## config.mk

```make
export PLATFORM = sky130hd
export DESIGN_NAME = demux1ton_reg
export DESIGN_NICKNAME = d
export VERILOG_FILES = /design/src/rtl/demux1ton_reg.sv
export SDC_FILE = /design/constraint.sdc
export NUM_CORES = 1
export LEC_CHECK = 0
export ABC_AREA = 0
export CAP_MARGIN = 20
export CORE_ASPECT_RATIO = 1.75
export CORE_MARGIN = 4
export CORE_UTILIZATION = 35
export CTS_CLUSTER_SIZE = 40
export DETAILED_ROUTE_END_ITERATION = 6
export PLACE_DENSITY = 0.66
export SYNTH_ARGS = -nofsm -noshare
export SYNTH_HDL_FRONTEND = slang
export SYNTH_SLANG_ARGS = --single-unit
```

## constraint.sdc

```tcl
create_clock -name clk -period 1.7 [get_ports clk]
set_input_delay 0.17 -clock clk [delete_from_list [all_inputs] [get_ports clk]]
set_output_delay 0.17 -clock clk [all_outputs]
set_load 0.02 [all_outputs]
```

## src/rtl/demux1ton_reg.sv

```systemverilog
// Registered 1-to-N demultiplexor with valid/ready on every port.
// Each output channel has its own one-entry holding register, so a stalled consumer blocks only its own words.

module demux1ton_reg_chan #(
  parameter int WIDTH_DATA = 32
) (
  input  logic                  clk,
  input  logic                  rst,
  input  logic                  load,
  input  logic [WIDTH_DATA-1:0] din,
  input  logic                  rdy,
  output logic [WIDTH_DATA-1:0] data,
  output logic                  vld
);
  always_ff @(posedge clk) begin
    if (rst) begin
      data <= '0;
      vld  <= 1'b0;
    end else if (load) begin
      // covers load-only and load-with-drain: valid stays set
      data <= din;
      vld  <= 1'b1;
    end else if (vld && rdy) begin
      vld  <= 1'b0;
    end
  end
endmodule

module demux1ton_reg #(
  parameter int WIDTH_DATA = 32,
  parameter int NUM_OUT    = 7,
  parameter int WIDTH_SEL  = 3
) (
  input  logic                          clk,
  input  logic                          rst,
  input  logic [WIDTH_DATA-1:0]         in_data,
  input  logic [WIDTH_SEL-1:0]          in_sel,
  input  logic                          in_valid,
  output logic                          in_ready,
  output logic [NUM_OUT*WIDTH_DATA-1:0] out_data,
  output logic [NUM_OUT-1:0]            out_valid,
  input  logic [NUM_OUT-1:0]            out_ready,
  output logic                          bad_sel
);
  localparam logic [WIDTH_SEL:0] NUM_OUT_W = (WIDTH_SEL+1)'(NUM_OUT);

  logic                 sel_ok;
  logic [WIDTH_SEL-1:0] sel_eff;
  logic [NUM_OUT-1:0]   hit;
  logic [NUM_OUT-1:0]   load;
  logic                 accept;

  // out-of-range selects fall back to channel 0
  assign sel_ok   = ({1'b0, in_sel} < NUM_OUT_W);
  assign sel_eff  = sel_ok ? in_sel : '0;
  assign in_ready = |(hit & (~out_valid | out_ready));
  assign accept   = in_valid & in_ready;

  genvar k;
  generate
    for (k = 0; k < NUM_OUT; k++) begin : g_ch
      assign hit[k]  = (sel_eff == WIDTH_SEL'(k));
      assign load[k] = accept & hit[k];

      demux1ton_reg_chan #(.WIDTH_DATA(WIDTH_DATA)) u_ch (
        .clk  (clk),
        .rst  (rst),
        .load (load[k]),
        .din  (in_data),
        .rdy  (out_ready[k]),
        .data (out_data[k*WIDTH_DATA +: WIDTH_DATA]),
        .vld  (out_valid[k])
      );
    end
  endgenerate

  always_ff @(posedge clk) begin
    if (rst) bad_sel <= 1'b0;
    else     bad_sel <= accept & ~sel_ok;
  end
endmodule

```

== Yosys cells after proc, flatten, opt, wreduce, memory -nomap -nowiden ==
Cells that the tools add are included.
Storage, ports and cells
  bits in registers: 232
  output and inout bits: 233
  word-level logic and storage cells: 66
Operators by class
  order comparisons: 1
  equal/unequal tests: 6
  mux-type cells: 15
  bitwise operators: 13
  reductions and logical operators: 16
Operators with widths (count)
  $mux 1: 14
  $reduce_bool 2->1: 7
  $and 1x1->1: 9
  $eq 3x3->1 const B: 3
  $and 7x7->7: 1
  $logic_and 1x1->1: 7
  $not 7->7: 1
  $or 7x7->7: 1
  $reduce_or 7->1: 1
  $eq 3x2->1 const B: 2
  $eq 3x1->1 const B: 1
  $logic_not 3->1: 1
  $lt 3x3->1 const B: 1
  $mux 3: 1
  $not 1->1: 1

== Logic depth before layout (Yosys ltp) ==
Gate-level depths: netlist of the first run.
  depth after elaboration: 8
  depth in mapped cells: 8
  depth with buffers taken out: 5

== Modules after synthesis ==
From an unflattened synthesis of the first run, not the netlist that was laid out.
Second synthesis, totals
  cell total of the unflattened synthesis: 791
  area total of the unflattened synthesis: 8690.8 sq um
By module, submodules not included
  demux1ton_reg_chan: instances 7, cells each 108, area each 1204.9 sq um, sequential area each 660.6 sq um
  demux1ton_reg: instances 1, cells each 35, area each 256.5 sq um, sequential area each 20.0 sq um

== Least setup slack after synthesis of the first run ==
Ideal clock, no wire load.
  kind: flip-flop to flip-flop
  from: reg g_ch[0].u_ch.vld
  to: reg g_ch[0].u_ch.vld
  library setup time: 0.115 ns
  arrival: 1.585 ns
  setup slack: 0.000 ns
  cell stages (with the launch flop): 8
  buffers on the path: 2
  period minus slack after synthesis: 1.700 ns
  cell sequence: dfxtp_1 > or3b_1 > o21ai_2 > o221ai_2 > and3_1 > buf_6 > buf_6 > o21ba_1
Between the ends
  word-level cells in the longest chain between the ends: 7
  elaborated cells between the ends (all ways): 9
  those cells by class: mux: 1; bitwise: 5; reduce/logical: 3
Ends and longest elaborated chain
  from (decl): RTL line 13  | output logic vld
  from (signal assigned): RTL line 18  | vld <= 1'b0;
  from (signal assigned): RTL line 22  | vld <= 1'b1;
  from (signal assigned): RTL line 24  | vld <= 1'b0;
  $not 7->7 *: RTL line 56  | assign in_ready = |(hit & (~out_valid | out_ready));
  $or 7x7->7 *: RTL line 56
  $and 7x7->7 *: RTL line 56
  $reduce_or 7->1 *: RTL line 56
  via in_ready: RTL line 39  | output logic in_ready,
  $and 1x1->1 *: RTL line 57  | assign accept = in_valid & in_ready;
  $and 1x1->1 *: RTL line 63  | assign load[k] = accept & hit[k];
  $mux 1 or $reduce_bool 2->1 (tied branches)
Mark *: on every way through the listed nets, which the timed path passes. The rest lies on a longest branch.
A chain may end at the register's enable or synchronous reset.

== Worst setup path after layout of the first run ==
  from: reg g_ch[2].u_ch.vld
  to: out in_ready
Between the ends
  word-level cells in the longest chain between the ends: 4
Ends and longest elaborated chain (RTL line)
  from (decl): 13
  from (signal assigned): 18
  from (signal assigned): 22
  from (signal assigned): 24
  $not 7->7: 56
  $or 7x7->7: 56
  $and 7x7->7: 56
  $reduce_or 7->1: 56
  to (decl): 39
Every way passes these cells.

==> results of run 1 <==
[flip-flops by register name, indices dropped and copies added (netlist names)]
signal	count
g_ch.u_ch.vld	7
g_ch.u_ch.data	224
bad_sel	1
[power groups by stage]
stage	combinational [mW]	sequential (mW)	clock, mW
floorplan	0.386	5.89	0
global placement	1.18	5.75	0
detailed placement	1.19	5.75	0
CTS	1.18	5.63	5.05
global route	1.25	5.64	5.26
finish	1.17	5.63	4.94
[final cells by class]
cell class	count	area share, %
Sequential cell	232	36.7
Multi-Input combinational cell	682	27.7
Timing Repair Buffer	329	26.7
Clock buffer	33	5.23
Tap cell	308	3.04
Clock inverter	6	0.524
Inverter	2	0.0593
[worst max-delay path, stage by stage (launching register included)]
cell and delay, ns:
dfxtp_1 0.33, nand2b_1 0.11, a221oi_2 0.36, o221ai_2 0.16, buf_4 0.18
[Yosys cell counts (2+ instances only)]
master,number
dfxtp_1,232
clkbuf_1,71
or3b_1,33
nand2b_1,70
and3_1,2
mux2i_1,32
a221oi_1,2
nand3_1,2
nand2_1,320
nor2b_1,5
nand4b_1,4
buf_6,5
and4b_1,4
a21oi_1,166
buf_4,7
o21ai_1,32
[logic make-up (layout without fill, tap and decap cells)]
logic type,after synthesis,in the layout,share of synthesized area [%]
AO/OA/AOI/OAI,205,205,12.4
multiplexers,32,32,3.77
AND/OR/NAND/NOR,445,445,24.6
flip-flops,232,232,54.6
buffers and inverters,87,370,4.61
[how the worst max path moves through the flow]
stage,startpoint,end,slack [ns]
floorplan,g_ch[0].u_ch.vld,g_ch[0].u_ch.vld,0.0004
global placement,in_sel[2],g_ch[6].u_ch.data[31],-0.32
detailed placement,in_sel[2],g_ch[0].u_ch.data[4],-0.38
CTS,g_ch[0].u_ch.vld,in_ready,-0.12
global route,g_ch[2].u_ch.vld,in_ready,-0.16
finish,g_ch[2].u_ch.vld,in_ready,-0.12
[per-layer routing]
metal | share of wire [%] | track usage [%]
met5 | 0 | 0
met3 | 6.7 | 4.84
met1 | 35 | 22.1
met2 | 54 | 41.0
met4 | 4.2 | 8.91
[timing repair]
action | in CTS | in global routing
hold buffers | 1 | 0
endpoints found under the hold margin | 6 | 0
cloned | 0 | 0
resized for setup | 33 | 34
setup endpoints to repair | 75 | 78
setup buffers | 0 | 1
pin swaps | 0 | 3
[stage by stage]
stage	cells	hold WS, ns
after floorplan	1001	0.306
after detailed placement	1551	0.446
after CTS	1591	0.377
after global placement	1551	0.441
after global routing	1592	0.368
final	1592	0.363
[placed cells by master (no fill, tap or decap), types with 2 or more instances in the layout]
cell,instances
nand2_1,320
dfxtp_1,231
clkdlybuf4s50_1,220
a21oi_1,166
nand2b_1,68
buf_4,38
mux2i_1,32
or3b_1,32
o21ai_1,32
dlymetal6s2s_1,29
dlygate4sd2_1,26
clkbuf_16,22
buf_12,14
clkbuf_8,7
nor2b_1,4
and4b_1,4
nand4b_1,4
clkbuf_1,4
clkinv_2,4
nand2b_4,2
a221oi_2,2
==> flow_metrics.tcl, run 1 <==
set metrics [dict create \
    status "complete, but fails checks" \
    violations "setup timing" \
    wirelength_mm 30.6 \
    internal_power_mw 8.90 \
    core_um2 23900 \
    synth_fp_nets 1046 \
    clock_sinks 232 \
    dieArea_um2 26900 \
    num_antenna_cells 0 \
    worst-endpoint-required_ns 1.53 \
    start_kind "flop" \
    initial_core_util_pct 35.5 \
    critical_path.endpoint_type "output port" \
    gp_congestion 0.799 \
    rows 75 \
    fmax_mhz 549 \
    reg2regPathDepth 6 \
    seq_power_share_pct 47.9 \
    die_w_um 126 \
    boundaryPins 278 \
    hp-start "out_ready[6]" \
    clk_latency_ns 0.51 \
    synthArstFlopShare_pct 0 \
    yosysTopAreaCellShare_pct 54.6 \
    tightest_slew_ns 0.497 \
    crit_fanout 2 \
    area_delta_synth_final_pct 48.9 \
    ys_seq_area_share_pct 54.6 \
    swShare_pct 24.2 \
    min_period_ns 1.82 \
    yosys-top-cells-area "dfxtp_1 55%, nand2_1 14%, a21oi_1 9.8%, nand2b_1 5.2%, mux2i_1 3.8%" \
    htreeDepth 1 \
    stdcell_area_um2 12700 \
    finalSetupTns_ns -0.134 \
    drtIter0Drc 445 \
    cellLeakagePower_nw 4.95 \
    ys_ff_latch 232 \
    grt_pass1_wl_mm 45.5 \
    route.detailed.drc 0 \
    r2r-start "g_ch[2].u_ch.vld" \
    drtPass1Iterations 5 \
    regArea_um2 4650 \
    multi_input_area_um2 3510 \
    arrival_ns 1.65 \
    numCtsBuffers 22 \
    wl_per_cell_um 19.2 \
    ant_nets 0 \
    power_frac_clock_pct 42.1 \
    r2r_setup_slack_ns -0.01 \
    vias 7750 \
    post-place-ws_ns -0.379 \
    hpwl_mm 22.3 \
    maxSlewHeadroom_pct 66.9 \
    drv_cap 0 \
    hold_depth 3 \
    syn_area_um2 8500 \
    viasPerCell 4.87 \
    root_buffer "clkbuf_16" \
    avgSynthCellArea_um2 8.49 \
    critPathKind "flop to output port" \
    drive_gt1_share_pct 7.94 \
    worstHoldPathType "input port to flop" \
    p_per_area_nw_per_um2 928 \
    drv_slew 0 \
    p_comb_share_pct 10.0 \
    hold_violations 0 \
    p_sw_mw 2.84 \
    die_height_um 214 \
    grt_pass1_vias 7506 \
    fin_nets 1314 \
    cts_max_path_buffers 3 \
    synth.distinct_cells 30 \
    rsz0062_at_grt "yes" \
    clk_pin_slew_ns 0.06 \
    clock_skew_ns 0.0191 \
    grt_max_degree 59 \
    place_area_um2 11800 \
    grtUsageTotal_pct 21.5 \
    port_buffers 277 \
    post-route-util_pct 52.9 \
    antenna_found_initial 0 \
    setup_slack_ns -0.123 \
    setup_viol 5 \
    cts_tree "done" \
    finalCritPeriodShare_pct 107 \
    hold_end "g_ch[6].u_ch.vld" \
    synth_top_cell_by_area "dfxtp_1" \
    ys_warn_count 0 \
    synth_edf_count 0 \
    r2r_end "g_ch[0].u_ch.data[4]" \
    synth_ff_type "dfxtp_1" \
    gr-total-overflow 0 \
    vdd_drop_max_mv 0.688 \
    nFillCells 2239 \
    finalPower_mw 11.7 \
    synthCells 1001 \
]
Note: power is estimated with default switching activity, not from simulation.
==> inputs of run 2 (changes only) <==
--- a/config.mk
+++ b/config.mk
@@ -7,7 +7,7 @@
 export LEC_CHECK = 0
 export ABC_AREA = 0
 export CAP_MARGIN = 20
-export CORE_ASPECT_RATIO = 1.75
+export CORE_ASPECT_RATIO = 0.5
 export CORE_MARGIN = 4
 export CORE_UTILIZATION = 35
 export CTS_CLUSTER_SIZE = 40
@@ -16,3 +16,4 @@
 export SYNTH_ARGS = -nofsm -noshare
 export SYNTH_HDL_FRONTEND = slang
 export SYNTH_SLANG_ARGS = --single-unit
+export TNS_END_PERCENT = 10
==> flow_metrics.tcl, run 2 (synthesis gave the netlist of run 1 again) <==
set metrics [dict create \
    rows 39 \
    viasPerCell 4.92 \
    area_delta_synth_final_pct 50.2 \
    worstHoldPathType "input port to flop" \
    root_buffer "clkbuf_16" \
    die_w_um 228 \
    gr-total-overflow 0 \
    htreeDepth 1 \
    stdcell_area_um2 12800 \
    core_um2 23300 \
    ant_nets 0 \
    grtUsageTotal_pct 19.8 \
    place_area_um2 11800 \
    num_antenna_cells 0 \
    finalSetupTns_ns -0.0397 \
    port_buffers 277 \
    dieArea_um2 27000 \
    route.detailed.drc 0 \
    wl_met2_mm 14.5 \
    vdd_drop_max_mv 0.503 \
    hold_violations 0 \
    drv_slew 0 \
    boundaryPins 278 \
    grt_pass1_vias 7559 \
    clock_sinks 232 \
    largest_register_ff_count 224 \
    nFillCells 2096 \
    status "complete, but fails checks" \
    cts_tree "done" \
    stdcell_count 1586 \
    die_height_um 118 \
    wirelength_mm 28.5 \
    antenna_found_initial 0 \
    wl_per_cell_um 18.0 \
    critical_path.endpoint_type "output port" \
    worst-endpoint-required_ns 1.53 \
    hpwl_mm 20.9 \
    vias 7798 \
    maxSlewHeadroom_pct 70.2 \
    numCtsBuffers 22 \
    critPathKind "flop to output port" \
    arrival_ns 1.57 \
    crit_fanout 2 \
    clk_pin_slew_ns 0.07 \
    initial_core_util_pct 36.4 \
    cellLeakagePower_nw 5.10 \
    routed.top_layer "met4" \
    layout_commonest_cell "nand2_1" \
    reg_top3 "g_ch.u_ch.data (224), g_ch.u_ch.vld (7), bad_sel (1)" \
    fmax_mhz 575 \
    violations "setup timing" \
    whs_ns 0.0759 \
    regMostFlops "g_ch.u_ch.data" \
    drv_cap 0 \
    finalCritPeriodShare_pct 102 \
    tightest_slew_ns 0.447 \
    path_cells "or3b_1 -> o21ai_2 -> o221ai_2 -> buf_6" \
    crit_slowest_cell "or3b_1" \
    drive_gt1_share_pct 8.21 \
    gp_congestion 0.847 \
    grt_max_degree 69 \
    p_per_area_nw_per_um2 930 \
    post-route-util_pct 54.7 \
    regArea_um2 4650 \
    setup_slack_ns -0.0397 \
    rsz0062_at_grt "yes" \
    setup_viol 1 \
    start_kind "flop" \
    min_period_ns 1.74 \
    layout_common_cells "320 x nand2_1, 227 x dfxtp_1, 227 x clkdlybuf4s50_1" \
    multi_input_area_um2 3560 \
    placed_cells 1544 \
    routedLengthMet1_mm 11.6 \
    clock_skew_ns 0.00847 \
    drtPass1Iterations 5 \
    clk_latency_ns 0.51 \
    cts_max_path_buffers 3 \
    max_stage_delay_ns 0.36 \
    wl_met3_mm 1.39 \
    hold_buffers 0 \
    fin_nets 1308 \
    grt_pass1_wl_mm 43.8 \
    drtIter0Drc 557 \
]
==> run 2: stage by stage <==
step	worst slack [ns]	power [mW]
2_1_floorplan	0.000352	6.28
3_3_place_gp	-0.352	6.89
3_5_place_dp	-0.405	6.90
4_1_cts	-0.113	12.0
5_1_grt	-0.0966	12.3
6_report	-0.0397	11.9
==> run 2: report_power, final <==
group,internal [mW],switching (mW)
registers,5.56,0.0701
logic,0.514,0.649
clock network,2.95,2.13
==> run 2: final cells by class <==
type | instances | share of cell area (%)
inverter | 2 | 0.0588
sequential | 232 | 36.4
tap | 307 | 3.01
timing repair buffer | 323 | 26.8
clock buffer | 34 | 5.38
multi-input combinational | 682 | 27.9
clock inverter | 6 | 0.480
==> run 2: what timing repair did <==
action	CTS	global route
pin swaps	1	3
resized for setup	17	59
setup buffers	0	2
endpoints found under the setup margin	39	99
==> run 2: layer usage <==
layer,up-vias,GRT usage [%]
li1,3806,-
met1,3724,24.0
met2,209,35.9
met3,59,3.70
met4,0,6.26
met5,-,0
==> run 2: worst paths after layout <==
check | endpoint | startpoint | slack, ns | cells after the start
worst max-delay path | in_ready | g_ch[0].u_ch.vld | -0.04 | 4
worst min-delay path | g_ch[6].u_ch.vld | rst | 0.08 | 2
worst min register to register | g_ch[1].u_ch.data[21] | g_ch[1].u_ch.data[21] | 0.45 | 2
worst max register to register | g_ch[0].u_ch.data[6] | g_ch[0].u_ch.vld | 0.07 | 6
==> run 2: critical path: cells and delay by family (launching register included) <==
kind | cells | cell delay, ns
AO/OA/AOI/OAI | 2 | 0.22
flip-flops | 1 | 0.33
buffers and inverters | 1 | 0.15
AND/OR/NAND/NOR | 1 | 0.36
